File: config.mk
export PLATFORM = sky130hd
export DESIGN_NAME = decode_flat
export DESIGN_NICKNAME = d
export VERILOG_FILES = /design/src/rtl/decode_if.sv /design/src/rtl/decode.sv /design/src/flat_wrapper.sv
export SDC_FILE = /design/constraint.sdc
export NUM_CORES = 1
export LEC_CHECK = 0
export CORE_MARGIN = 2
export CORE_UTILIZATION = 60
export DETAILED_ROUTE_END_ITERATION = 8
export PLACE_DENSITY = 0.77
export SLEW_MARGIN = 0
export SYNTH_ARGS = -nofsm -noshare
export SYNTH_HDL_FRONTEND = slang
export SYNTH_SLANG_ARGS = --single-unit
File: constraint.sdc
create_clock -name i_CLK -period 2.59 [get_ports i_CLK]
set_input_delay 0.259 -clock i_CLK [delete_from_list [all_inputs] [get_ports i_CLK]]
set_output_delay 0.259 -clock i_CLK [all_outputs]
set_load 0.005 [all_outputs]
File: src/rtl/decode_if.sv
`default_nettype none
// ============================================================================
//  Module      : decode_if
//  Description : Bundle of the decode stage's fetch-side handshake, execute-
//                side handshake, flush, register-file write-back port and all
//                decoded, registered outputs.
//  Revision    : 1.0  initial release
// ----------------------------------------------------------------------------
//  Modports
//    slave  : the decode stage (drives o_*, samples i_*)
//    master : the surrounding pipeline / bench (drives i_*, samples o_*)
//  Signals
//    i_IF_VALID/o_IF_READY    fetch handshake
//    i_PC, i_INSTR            fetched PC / instruction word
//    i_EX_READY/o_EX_VALID    execute handshake
//    i_FLUSH                  discard held instruction
//    i_WB_WE/PTR/DATA         register-file write port
//    o_PC ... o_ILLEGAL       registered operands, fields and strobes
// ============================================================================
interface decode_if;
    logic        i_IF_VALID;
    logic        o_IF_READY;
    logic [31:0] i_PC;
    logic [31:0] i_INSTR;
    logic        i_EX_READY;
    logic        o_EX_VALID;
    logic        i_FLUSH;
    logic        i_WB_WE;
    logic [4:0]  i_WB_PTR;
    logic [31:0] i_WB_DATA;
    logic [31:0] o_PC;
    logic [31:0] o_INSTRUCTION;
    logic [31:0] o_RS1;
    logic [31:0] o_RS2;
    logic [31:0] o_IMM_VAL;
    logic [2:0]  o_FUNCT3;
    logic [6:0]  o_FUNCT7;
    logic [4:0]  o_RD_PTR;
    logic [1:0]  o_ALU_OP;
    logic        o_REG_WE;
    logic        o_MEM_WE;
    logic        o_MEM_RE;
    logic        o_ECALL;
    logic        o_IMM;
    logic        o_JAL;
    logic        o_LUI;
    logic        o_AUIPC;
    logic        o_ILLEGAL;

    modport slave (
        input  i_IF_VALID, i_PC, i_INSTR, i_EX_READY, i_FLUSH,
               i_WB_WE, i_WB_PTR, i_WB_DATA,
        output o_IF_READY, o_EX_VALID, o_PC, o_INSTRUCTION, o_RS1, o_RS2,
               o_IMM_VAL, o_FUNCT3, o_FUNCT7, o_RD_PTR, o_ALU_OP,
               o_REG_WE, o_MEM_WE, o_MEM_RE, o_ECALL, o_IMM, o_JAL,
               o_LUI, o_AUIPC, o_ILLEGAL
    );

    modport master (
        output i_IF_VALID, i_PC, i_INSTR, i_EX_READY, i_FLUSH,
               i_WB_WE, i_WB_PTR, i_WB_DATA,
        input  o_IF_READY, o_EX_VALID, o_PC, o_INSTRUCTION, o_RS1, o_RS2,
               o_IMM_VAL, o_FUNCT3, o_FUNCT7, o_RD_PTR, o_ALU_OP,
               o_REG_WE, o_MEM_WE, o_MEM_RE, o_ECALL, o_IMM, o_JAL,
               o_LUI, o_AUIPC, o_ILLEGAL
    );
endinterface
`default_nettype wire

File: src/rtl/decode.sv
`default_nettype none
// ============================================================================
//  Module      : decode
//  Description : RV32I decode stage. Holds a 32x32 register file, decodes the
//                fetched instruction and registers operands, immediate,
//                fields and control strobes behind a valid/ready handshake.
//  Revision    : 1.0  initial release
// ----------------------------------------------------------------------------
//  Parameters
//    HART_ID  hart identifier, carried for the hierarchy only
//  Ports
//    i_CLK    clock, rising edge
//    i_RSTn   asynchronous active-low reset
//    bus      decode_if.slave (handshakes, write-back port, decoded outputs)
//  Build options
//    DECODE_WB_BYPASS_EN  when defined, a same-cycle write-back to rs1/rs2 is
//                         forwarded into the captured operand
// ============================================================================
module decode #(
    parameter logic [31:0] HART_ID = 32'h0000_0000
) (
    input  wire logic  i_CLK,
    input  wire logic  i_RSTn,
    decode_if.slave    bus
);

    localparam logic [6:0] OPC_OP     = 7'b0110011;
    localparam logic [6:0] OPC_OP_IMM = 7'b0010011;
    localparam logic [6:0] OPC_LOAD   = 7'b0000011;
    localparam logic [6:0] OPC_STORE  = 7'b0100011;
    localparam logic [6:0] OPC_LUI    = 7'b0110111;
    localparam logic [6:0] OPC_AUIPC  = 7'b0010111;
    localparam logic [6:0] OPC_JAL    = 7'b1101111;
    localparam logic [6:0] OPC_JALR   = 7'b1100111;
    localparam logic [6:0] OPC_BRANCH = 7'b1100011;
    localparam logic [6:0] OPC_SYSTEM = 7'b1110011;

    typedef struct packed {
        logic reg_we;
        logic mem_we;
        logic mem_re;
        logic ecall;
        logic imm;
        logic jal;
        logic lui;
        logic auipc;
        logic illegal;
    } ctrl_t;

    logic unused_hart_id;
    assign unused_hart_id = ^HART_ID;

    // ------------------------------------------------------------------
    // Register file (x0 never written, reads of x0 forced to zero)
    // ------------------------------------------------------------------
    logic [31:0] regs_q [32];
    logic [4:0]  rs1_idx;
    logic [4:0]  rs2_idx;
    logic [31:0] rs1_rf;
    logic [31:0] rs2_rf;
    logic [31:0] rs1_val;
    logic [31:0] rs2_val;

    assign rs1_idx = bus.i_INSTR[19:15];
    assign rs2_idx = bus.i_INSTR[24:20];
    assign rs1_rf  = (rs1_idx == 5'd0) ? 32'h0 : regs_q[rs1_idx];
    assign rs2_rf  = (rs2_idx == 5'd0) ? 32'h0 : regs_q[rs2_idx];

    always_ff @(posedge i_CLK) begin
        if (bus.i_WB_WE && (bus.i_WB_PTR != 5'd0)) begin
            regs_q[bus.i_WB_PTR] <= bus.i_WB_DATA;
        end
    end

`ifdef DECODE_WB_BYPASS_EN
    logic wb_live;
    assign wb_live = bus.i_WB_WE && (bus.i_WB_PTR != 5'd0);
    assign rs1_val = (wb_live && (bus.i_WB_PTR == rs1_idx)) ? bus.i_WB_DATA : rs1_rf;
    assign rs2_val = (wb_live && (bus.i_WB_PTR == rs2_idx)) ? bus.i_WB_DATA : rs2_rf;
`else
    // The write lands at the same edge as the capture, so the captured
    // operand is the pre-write value.
    assign rs1_val = rs1_rf;
    assign rs2_val = rs2_rf;
`endif

    // ------------------------------------------------------------------
    // Combinational instruction decode
    // ------------------------------------------------------------------
    logic [31:0] ins;
    logic [31:0] imm_i;
    logic [31:0] imm_s;
    logic [31:0] imm_b;
    logic [31:0] imm_u;
    logic [31:0] imm_j;
    ctrl_t       dec_ctrl;
    logic [1:0]  dec_alu_op;
    logic [31:0] dec_imm;

    assign ins   = bus.i_INSTR;
    assign imm_i = {{20{ins[31]}}, ins[31:20]};
    assign imm_s = {{20{ins[31]}}, ins[31:25], ins[11:7]};
    assign imm_b = {{19{ins[31]}}, ins[31], ins[7], ins[30:25], ins[11:8], 1'b0};
    assign imm_u = {ins[31:12], 12'h000};
    assign imm_j = {{11{ins[31]}}, ins[31], ins[19:12], ins[20], ins[30:21], 1'b0};

    always_comb begin
        dec_ctrl   = '0;
        dec_alu_op = 2'b00;
        dec_imm    = 32'h0;
        // The opcode compare covers instr[1:0], so a non-32-bit encoding
        // always falls through to the illegal default.
        case (ins[6:0])
            OPC_OP: begin
                dec_alu_op      = 2'b01;
                dec_ctrl.reg_we = 1'b1;
            end
            OPC_OP_IMM: begin
                dec_alu_op      = 2'b01;
                dec_ctrl.imm    = 1'b1;
                dec_ctrl.reg_we = 1'b1;
                dec_imm         = imm_i;
            end
            OPC_LOAD: begin
                dec_ctrl.imm    = 1'b1;
                dec_ctrl.mem_re = 1'b1;
                dec_ctrl.reg_we = 1'b1;
                dec_imm         = imm_i;
            end
            OPC_STORE: begin
                dec_ctrl.imm    = 1'b1;
                dec_ctrl.mem_we = 1'b1;
                dec_imm         = imm_s;
            end
            OPC_LUI: begin
                dec_ctrl.lui    = 1'b1;
                dec_ctrl.imm    = 1'b1;
                dec_ctrl.reg_we = 1'b1;
                dec_imm         = imm_u;
            end
            OPC_AUIPC: begin
                dec_ctrl.auipc  = 1'b1;
                dec_ctrl.imm    = 1'b1;
                dec_ctrl.reg_we = 1'b1;
                dec_imm         = imm_u;
            end
            OPC_JAL: begin
                dec_ctrl.jal    = 1'b1;
                dec_ctrl.imm    = 1'b1;
                dec_ctrl.reg_we = 1'b1;
                dec_imm         = imm_j;
            end
            OPC_JALR: begin
                dec_ctrl.imm    = 1'b1;
                dec_ctrl.reg_we = 1'b1;
                dec_imm         = imm_i;
            end
            OPC_BRANCH: begin
                dec_alu_op = 2'b10;
                dec_imm    = imm_b;
            end
            OPC_SYSTEM: begin
                // ECALL/EBREAK have funct3==0; CSR ops write rd.
                dec_ctrl.ecall  = 1'b1;
                dec_ctrl.reg_we = (ins[14:12] != 3'b000);
                dec_imm         = imm_i;
            end
            default: begin
                dec_ctrl.illegal = 1'b1;
            end
        endcase
    end

    // ------------------------------------------------------------------
    // Handshake and pipeline register
    // ------------------------------------------------------------------
    logic        ex_valid_q, ex_valid_d;
    ctrl_t       ctrl_q,     ctrl_d;
    logic [1:0]  alu_op_q,   alu_op_d;
    logic [31:0] pc_q,       pc_d;
    logic [31:0] instr_q,    instr_d;
    logic [31:0] rs1_q,      rs1_d;
    logic [31:0] rs2_q,      rs2_d;
    logic [31:0] imm_val_q,  imm_val_d;
    logic        if_ready;
    logic        capture;

    assign if_ready = ~ex_valid_q | bus.i_EX_READY;
    assign capture  = bus.i_IF_VALID & if_ready & ~bus.i_FLUSH;

    always_comb begin
        ex_valid_d = ex_valid_q;
        ctrl_d     = ctrl_q;
        alu_op_d   = alu_op_q;
        pc_d       = pc_q;
        instr_d    = instr_q;
        rs1_d      = rs1_q;
        rs2_d      = rs2_q;
        imm_val_d  = imm_val_q;
        if (bus.i_FLUSH) begin
            ex_valid_d = 1'b0;
            ctrl_d     = '0;
        end else if (capture) begin
            ex_valid_d = 1'b1;
            ctrl_d     = dec_ctrl;
            alu_op_d   = dec_alu_op;
            pc_d       = bus.i_PC;
            instr_d    = bus.i_INSTR;
            rs1_d      = rs1_val;
            rs2_d      = rs2_val;
            imm_val_d  = dec_imm;
        end else if (bus.i_EX_READY) begin
            // Consumed with nothing behind it: strobes drop with valid so
            // downstream never sees a side-effect strobe without valid.
            ex_valid_d = 1'b0;
            ctrl_d     = '0;
        end
    end

    always_ff @(posedge i_CLK or negedge i_RSTn) begin
        if (!i_RSTn) begin
            ex_valid_q <= 1'b0;
            ctrl_q     <= '0;
            alu_op_q   <= 2'b00;
            pc_q       <= 32'h0;
            instr_q    <= 32'h0;
            rs1_q      <= 32'h0;
            rs2_q      <= 32'h0;
            imm_val_q  <= 32'h0;
        end else begin
            ex_valid_q <= ex_valid_d;
            ctrl_q     <= ctrl_d;
            alu_op_q   <= alu_op_d;
            pc_q       <= pc_d;
            instr_q    <= instr_d;
            rs1_q      <= rs1_d;
            rs2_q      <= rs2_d;
            imm_val_q  <= imm_val_d;
        end
    end

    // Fields are slices of the registered instruction word.
    assign bus.o_IF_READY    = if_ready;
    assign bus.o_EX_VALID    = ex_valid_q;
    assign bus.o_PC          = pc_q;
    assign bus.o_INSTRUCTION = instr_q;
    assign bus.o_RS1         = rs1_q;
    assign bus.o_RS2         = rs2_q;
    assign bus.o_IMM_VAL     = imm_val_q;
    assign bus.o_FUNCT3      = instr_q[14:12];
    assign bus.o_FUNCT7      = instr_q[31:25];
    assign bus.o_RD_PTR      = instr_q[11:7];
    assign bus.o_ALU_OP      = alu_op_q;
    assign bus.o_REG_WE      = ctrl_q.reg_we;
    assign bus.o_MEM_WE      = ctrl_q.mem_we;
    assign bus.o_MEM_RE      = ctrl_q.mem_re;
    assign bus.o_ECALL       = ctrl_q.ecall;
    assign bus.o_IMM         = ctrl_q.imm;
    assign bus.o_JAL         = ctrl_q.jal;
    assign bus.o_LUI         = ctrl_q.lui;
    assign bus.o_AUIPC       = ctrl_q.auipc;
    assign bus.o_ILLEGAL     = ctrl_q.illegal;

endmodule
`default_nettype wire

File: src/flat_wrapper.sv
// flat-port wrapper written by rule: the top's interface ports become plain ports
module decode_flat 
#(
    parameter logic [31:0] HART_ID = 32'h0000_0000
)
  (i_CLK, i_RSTn, bus_i_IF_VALID, bus_i_PC, bus_i_INSTR, bus_i_EX_READY, bus_i_FLUSH, bus_i_WB_WE, bus_i_WB_PTR, bus_i_WB_DATA, bus_o_IF_READY, bus_o_EX_VALID, bus_o_PC, bus_o_INSTRUCTION, bus_o_RS1, bus_o_RS2, bus_o_IMM_VAL, bus_o_FUNCT3, bus_o_FUNCT7, bus_o_RD_PTR, bus_o_ALU_OP, bus_o_REG_WE, bus_o_MEM_WE, bus_o_MEM_RE, bus_o_ECALL, bus_o_IMM, bus_o_JAL, bus_o_LUI, bus_o_AUIPC, bus_o_ILLEGAL);
  decode_if bus_i ();
  input  wire logic i_CLK;
  input  wire logic i_RSTn;
  input wire logic [$bits(bus_i.i_IF_VALID)-1:0] bus_i_IF_VALID;
  input wire logic [$bits(bus_i.i_PC)-1:0] bus_i_PC;
  input wire logic [$bits(bus_i.i_INSTR)-1:0] bus_i_INSTR;
  input wire logic [$bits(bus_i.i_EX_READY)-1:0] bus_i_EX_READY;
  input wire logic [$bits(bus_i.i_FLUSH)-1:0] bus_i_FLUSH;
  input wire logic [$bits(bus_i.i_WB_WE)-1:0] bus_i_WB_WE;
  input wire logic [$bits(bus_i.i_WB_PTR)-1:0] bus_i_WB_PTR;
  input wire logic [$bits(bus_i.i_WB_DATA)-1:0] bus_i_WB_DATA;
  output wire logic [$bits(bus_i.o_IF_READY)-1:0] bus_o_IF_READY;
  output wire logic [$bits(bus_i.o_EX_VALID)-1:0] bus_o_EX_VALID;
  output wire logic [$bits(bus_i.o_PC)-1:0] bus_o_PC;
  output wire logic [$bits(bus_i.o_INSTRUCTION)-1:0] bus_o_INSTRUCTION;
  output wire logic [$bits(bus_i.o_RS1)-1:0] bus_o_RS1;
  output wire logic [$bits(bus_i.o_RS2)-1:0] bus_o_RS2;
  output wire logic [$bits(bus_i.o_IMM_VAL)-1:0] bus_o_IMM_VAL;
  output wire logic [$bits(bus_i.o_FUNCT3)-1:0] bus_o_FUNCT3;
  output wire logic [$bits(bus_i.o_FUNCT7)-1:0] bus_o_FUNCT7;
  output wire logic [$bits(bus_i.o_RD_PTR)-1:0] bus_o_RD_PTR;
  output wire logic [$bits(bus_i.o_ALU_OP)-1:0] bus_o_ALU_OP;
  output wire logic [$bits(bus_i.o_REG_WE)-1:0] bus_o_REG_WE;
  output wire logic [$bits(bus_i.o_MEM_WE)-1:0] bus_o_MEM_WE;
  output wire logic [$bits(bus_i.o_MEM_RE)-1:0] bus_o_MEM_RE;
  output wire logic [$bits(bus_i.o_ECALL)-1:0] bus_o_ECALL;
  output wire logic [$bits(bus_i.o_IMM)-1:0] bus_o_IMM;
  output wire logic [$bits(bus_i.o_JAL)-1:0] bus_o_JAL;
  output wire logic [$bits(bus_i.o_LUI)-1:0] bus_o_LUI;
  output wire logic [$bits(bus_i.o_AUIPC)-1:0] bus_o_AUIPC;
  output wire logic [$bits(bus_i.o_ILLEGAL)-1:0] bus_o_ILLEGAL;
  assign bus_i.i_IF_VALID = bus_i_IF_VALID;
  assign bus_i.i_PC = bus_i_PC;
  assign bus_i.i_INSTR = bus_i_INSTR;
  assign bus_i.i_EX_READY = bus_i_EX_READY;
  assign bus_i.i_FLUSH = bus_i_FLUSH;
  assign bus_i.i_WB_WE = bus_i_WB_WE;
  assign bus_i.i_WB_PTR = bus_i_WB_PTR;
  assign bus_i.i_WB_DATA = bus_i_WB_DATA;
  assign bus_o_IF_READY = bus_i.o_IF_READY;
  assign bus_o_EX_VALID = bus_i.o_EX_VALID;
  assign bus_o_PC = bus_i.o_PC;
  assign bus_o_INSTRUCTION = bus_i.o_INSTRUCTION;
  assign bus_o_RS1 = bus_i.o_RS1;
  assign bus_o_RS2 = bus_i.o_RS2;
  assign bus_o_IMM_VAL = bus_i.o_IMM_VAL;
  assign bus_o_FUNCT3 = bus_i.o_FUNCT3;
  assign bus_o_FUNCT7 = bus_i.o_FUNCT7;
  assign bus_o_RD_PTR = bus_i.o_RD_PTR;
  assign bus_o_ALU_OP = bus_i.o_ALU_OP;
  assign bus_o_REG_WE = bus_i.o_REG_WE;
  assign bus_o_MEM_WE = bus_i.o_MEM_WE;
  assign bus_o_MEM_RE = bus_i.o_MEM_RE;
  assign bus_o_ECALL = bus_i.o_ECALL;
  assign bus_o_IMM = bus_i.o_IMM;
  assign bus_o_JAL = bus_i.o_JAL;
  assign bus_o_LUI = bus_i.o_LUI;
  assign bus_o_AUIPC = bus_i.o_AUIPC;
  assign bus_o_ILLEGAL = bus_i.o_ILLEGAL;
  decode #(.HART_ID(HART_ID)) u_core (.i_CLK(i_CLK), .i_RSTn(i_RSTn), .bus(bus_i));
endmodule
# Word-level counts from Yosys, hierarchy flattened
# Memory sizes are Yosys's and may differ from the RTL's.
# Index checks and enable logic that the tools add are counted.
[word_totals]
regBits = 172
ramBits = 1024
mem_count = 1
[op_classes]
bitwise = 5
n_eq_ne = 10
reduce_logical = 13
muxes = 21
[mem_list]
columns = ["name", "depth", "word_bits", "read_ports", "rd_ports_with_merged_regs", "wr", "line_no", "rtl"]
rows = [
  ["u_core.regs_q", 32, 32, 2, 0, 1, "decode.sv:56", "logic [31:0] regs_q [32];"],
]
[op_table]
columns = ["op", "n"]
rows = [
  ["one-hot mux 32 bit (5 select lines)", 1],
  ["2-to-1 mux 32 bit", 2],
  ["== test 7 bit (second input constant)", 4],
  ["2-to-1 mux 9 bit", 3],
  ["== test 7 x 6 -> 1 bit (second input constant)", 3],
  ["== test 7 x 5 -> 1 bit (second input constant)", 2],
  ["OR reduction 7 bit", 2],
  ["2-to-1 mux 1 bit", 13],
  ["logical NOT 5 bit", 2],
  ["OR reduction 10 bit", 1],
  ["== test 7 x 2 -> 1 bit (second input constant)", 1],
  ["nonzero test 3 bit", 2],
  ["nonzero test 5 bit", 1],
  ["one-hot mux 2 bit (2 select lines)", 1],
  ["OR reduction 2 bit", 2],
  ["OR reduction 4 bit", 1],
  ["bitwise AND 1 bit", 2],
  ["inverter 1 bit", 2],
  ["one-hot mux 1 bit (2 select lines)", 1],
  ["AND reduction 2 bit", 1],
  ["logical AND 1 bit", 1],
  ["OR 1 bit", 1],
]

# Logic depth before layout (Yosys ltp)
[depth]
depth_word = 6
mapped_depth = 11
mapped_depth_nobuf = 6

# Least setup slack after synthesis
# Ideal clock, no wire load.
[synth_timing]
path_kind = "input port to flip-flop"
startpoint = "input bus_i_WB_PTR[1]"
endpoint = "memory u_core.regs_q[28][0] (enable)"
path_slack_ns = 0.090
n_path_buf = 1
required_ns = 2.169
setup_time_ns = 0.421
stages = 3
arrival_ns = 2.079
path_cell_list = "or2_2 clkbuf_1 nor2_1"
[synth_via]
elab_chain_cells = 4
[synth_lines]
columns = ["element", "line_no", "rtl"]
rows = [
  ["from (decl)", "flat_wrapper.sv:16", "input wire logic [$bits(bus_i.i_WB_PTR)-1:0] bus_i_WB_PTR;"],
  ["nonzero test 5 bit", "decode.sv:70", "if (bus.i_WB_WE && (bus.i_WB_PTR != 5'd0)) begin"],
  ["logical AND 1 bit", "decode.sv:70", ""],
  ["2-to-1 mux 1 bit", "decode.sv:70", ""],
  ["2-to-1 mux 1 bit (not written as such)", "decode.sv:71", "regs_q[bus.i_WB_PTR] <= bus.i_WB_DATA;"],
  ["to (decl)", "decode.sv:56", ""],
]
# Several ways; a longest one is shown, not always the timed one.

# Worst setup path in the final report
[layout_timing]
startpoint = "register u_core.ex_valid_q (netlist: u_core.bus.o_EX_VALID)"
endpoint = "output bus_o_IF_READY"
[layout_via]
elab_chain_cells = 2
[layout_lines]
columns = ["element", "line_no", "rtl"]
rows = [
  ["from (decl)", "decode.sv:177", "logic ex_valid_q, ex_valid_d;"],
  ["from (signal assigned)", "decode.sv:231", "ex_valid_q <= ex_valid_d;"],
  ["inverter 1 bit", "decode.sv:188", "assign if_ready = ~ex_valid_q | bus.i_EX_READY;"],
  ["OR 1 bit", "decode.sv:188", ""],
  ["to (decl)", "flat_wrapper.sv:18", "output wire logic [$bits(bus_i.o_IF_READY)-1:0] bus_o_IF_READY;"],
]
# Every way passes these cells.

==> results.json <==
{
  "outcome": "completed",
  "synth.distinct_cells": 57,
  "fp-row-count": 110,
  "hpwlAfterDp_um": 108000,
  "grt_max_degree": 98,
  "clock_skew_ns": 0.0339,
  "tritoncts": "built",
  "final_cell_mix": "edfxtp_1 (1,024), mux4_2 (488), clkdlybuf4s50_1 (285)",
  "power_mw": 44.7,
  "gp_congestion": 0.900,
  "grt_pass1_wl_um": 246000,
  "area_delta_synth_final_pct": 19.9,
  "critPathArrivalTime_ns": 2.25,
  "final_util": 0.723,
  "grtUsageTotal": 0.373,
  "fmax_ghz": 0.398,
  "peakVddDrop_mv": 0.753,
  "n_fill_cell": 5297,
  "holdCritPathClass": "primary input to async pin",
  "layout.nets": 3592,
  "htreeDepth": 3,
  "clkLatencyLatePin_ns": 0.71,
  "final-setup-viol-count": 0,
  "slew_headroom": 0.170,
  "timing.rr.start": "u_core.bus.o_EX_VALID",
  "hold_violations": 0,
  "setup.worst_path.end": "bus_o_IF_READY",
  "fin_crit_sh": 0.970,
  "wl_per_cell_um": 35.9,
  "dieArea_mm2": 0.0925,
  "vias": 35100,
  "grt_antenna_before_repair": 4,
  "drtIter0Drc": 5538,
  "worst_slew_pin_slew_ns": 1.21,
  "ant_nets": 0,
  "cp-startpoint": "u_core.bus.o_EX_VALID",
  "async_flop_share": 0.144,
  "dp_slack_ns": -0.0517,
  "maxCapViolCount": 0,
  "via_per_inst": 7.37,
  "rsz0062_at_grt": "false",
  "port_buffers": 294,
  "dpl_cell_area_mm2": 0.0607,
  "cts_buffer_depth": 3,
  "cts.sinks": 1196,
  "die_w_um": 304,
  "synth_ff_type": "edfxtp_1",
  "synth_top_cell_by_area": "edfxtp_1",
  "cp.required_ns": 2.33,
  "syn_inst": 3007,
  "core_area_mm2": 0.0896,
  "totalWireLength_um": 171000,
  "reg2regPathDepth": 5,
  "netlist.area_leader.share": 0.569,
  "netlist_area_mm2": 0.0540,
  "critical_path.max_fanout": 5,
  "design_area_mm2": 0.0648,
  "start_kind": "flip-flop",
  "final_common_cell": "edfxtp_1",
  "first_global_vias": 35700,
  "worst_slack_ns": 0.0775,
  "critPathKind": "flip-flop to primary output",
  "leakage_nw": 22.4,
  "cts_buffers": 118,
  "drt_pass1_iterations": 7,
  "period_minus_slack_ns": 2.51,
  "reg2reg_to": "u_core.bus.o_RS2[6]",
  "drive_above_1_share": 0.289,
  "io_pins": 295,
  "drc": 0,
  "cp-end-kind": "primary output",
  "root_buffer": "clkbuf_16",
  "rrSetupSlack_ns": 0.29,
  "synth_edf_count": 1024,
  "post-cts-setup-buffers": 0,
  "yosys-top-cells-area": "edfxtp_1 (57%), mux4_2 (20%), dfrtp_1 (8.0%)",
  "yosys_warnings": 0,
  "seq_area_frac_synth": 0.649,
  "die_h_um": 304,
  "setup-tns-final_ns": 0,
  "start_util": 0.603,
  "ys_ff_latch": 1196,
  "slew_viol_final": 0,
  "avgSynthCellArea_um2": 18.0,
  "power.density_mw_per_mm2": 691,
  "path_clk_slew_ns": 0.07,
  "overflow": 0
}
[sequential cells by signal, summed over array words and instances, names as in the netlist]
signal and cells:
u_core.regs_q 1024, u_core.bus.o_IMM_VAL 32, u_core.bus.o_INSTRUCTION 32, u_core.bus.o_PC 32, u_core.bus.o_RS1 32, u_core.bus.o_RS2 32
u_core.bus.o_ALU_OP 2, u_core.bus.o_AUIPC 1, u_core.bus.o_ECALL 1, u_core.bus.o_EX_VALID 1, u_core.bus.o_ILLEGAL 1, u_core.bus.o_IMM 1
u_core.bus.o_JAL 1, u_core.bus.o_LUI 1, u_core.bus.o_MEM_RE 1, u_core.bus.o_MEM_WE 1, u_core.bus.o_REG_WE 1
[worst max-delay path: stages, from the launching register on]
cell	delay, ns
dfrtp_1	0.38
nor2b_4	0.35
inv_1	0.14
buf_4	0.21
clkdlybuf4s50_1	0.45
[cell usage after synthesis (all sizes together), types with 2 or more instances]
library cell / instances
a2111oi: 27
a31oi: 4
inv: 5
o221ai: 11
nand3: 47
nor2b: 38
a21oi: 74
buf: 128
o21ai: 84
o2111ai: 5
a21boi: 2
a221oi: 18
nand3b: 3
nor3b: 3
a32o: 12
dfrtp: 172
o221a: 14
nand2b: 9
mux4: 488
a211oi: 2
a32oi: 4
and3: 2
or3: 2
mux2: 31
clkbuf: 110
o22ai: 28
nor2: 85
a21o: 29
and2: 5
nor3: 19
a22oi: 40
and3b: 2
nand2: 275
a22o: 8
mux2i: 172
nand4: 11
edfxtp: 1024
or3b: 2
[per-stage QoR]
stage	std cells	hold slack [ns]
6_report	4769	0.0921
5_1_grt	4767	0.0979
4_1_cts	4767	0.0769
3_5_place_dp	4540	0.280
3_3_place_gp	4540	0.274
2_1_floorplan	3038	-0.0366
[cell families after synthesis]
| kind of cell | synth area share |
|---|---|
| AO/OA/AOI/OAI | 0.0462 |
| XOR/XNOR | 0.000162 |
| AND/OR/NAND/NOR | 0.0411 |
| flip-flops | 0.649 |
| other | 0.0000694 |
| multiplexers | 0.242 |
| buffers and inverters | 0.0220 |
[layer usage]
metal / vias to the layer above / GRT usage / share of wire
met5: - / 0 / 0.00016
met4: 4 / 0.177 / 0.056
met3: 575 / 0.101 / 0.14
met2: 3180 / 0.589 / 0.47
met1: 18000 / 0.489 / 0.33
li1: 13400 / - / -
[power by group]
group          switching, mW  internal (mW)
registers              0.579           21.5
clock network           7.40           10.3
logic                   2.49           2.45
total                   10.5           34.3
[worst min-delay path by stage]
stage                            start                           end  slack (ns)  depth (start not counted)
final                           i_RSTn  u_core.bus.o_INSTRUCTION[11]        0.09                          2
after global routing      bus_i_PC[23]           u_core.bus.o_PC[23]         0.1                          3
after CTS                  bus_i_PC[1]            u_core.bus.o_PC[1]        0.08                          3
after detailed placement        i_RSTn  u_core.bus.o_INSTRUCTION[15]        0.28                          1
after global placement          i_RSTn  u_core.bus.o_INSTRUCTION[15]        0.27                          1
after floorplan                 i_RSTn        u_core.bus.o_ALU_OP[0]       -0.04                          0
[timing repair]
item | in CTS | in global routing
setup endpoints to repair | 1 | 0
hold buffers | 1 | 0
resized for setup | 1 | 0
endpoints found under the hold margin | 84 | 0
[area by class of cell]
class,count,area (um2),share of cell area
well taps,1176,1470,0.0227
diodes,2,5.00,0.0000773
repair buffers,565,6010,0.0929
clock inverters,63,671,0.0104
flip-flops and latches,1196,35100,0.541
clock buffers,163,3330,0.0514
inverters,5,21.3,0.000328
multi-input cells,1599,18200,0.281
(Power assumes the default switching activity.)
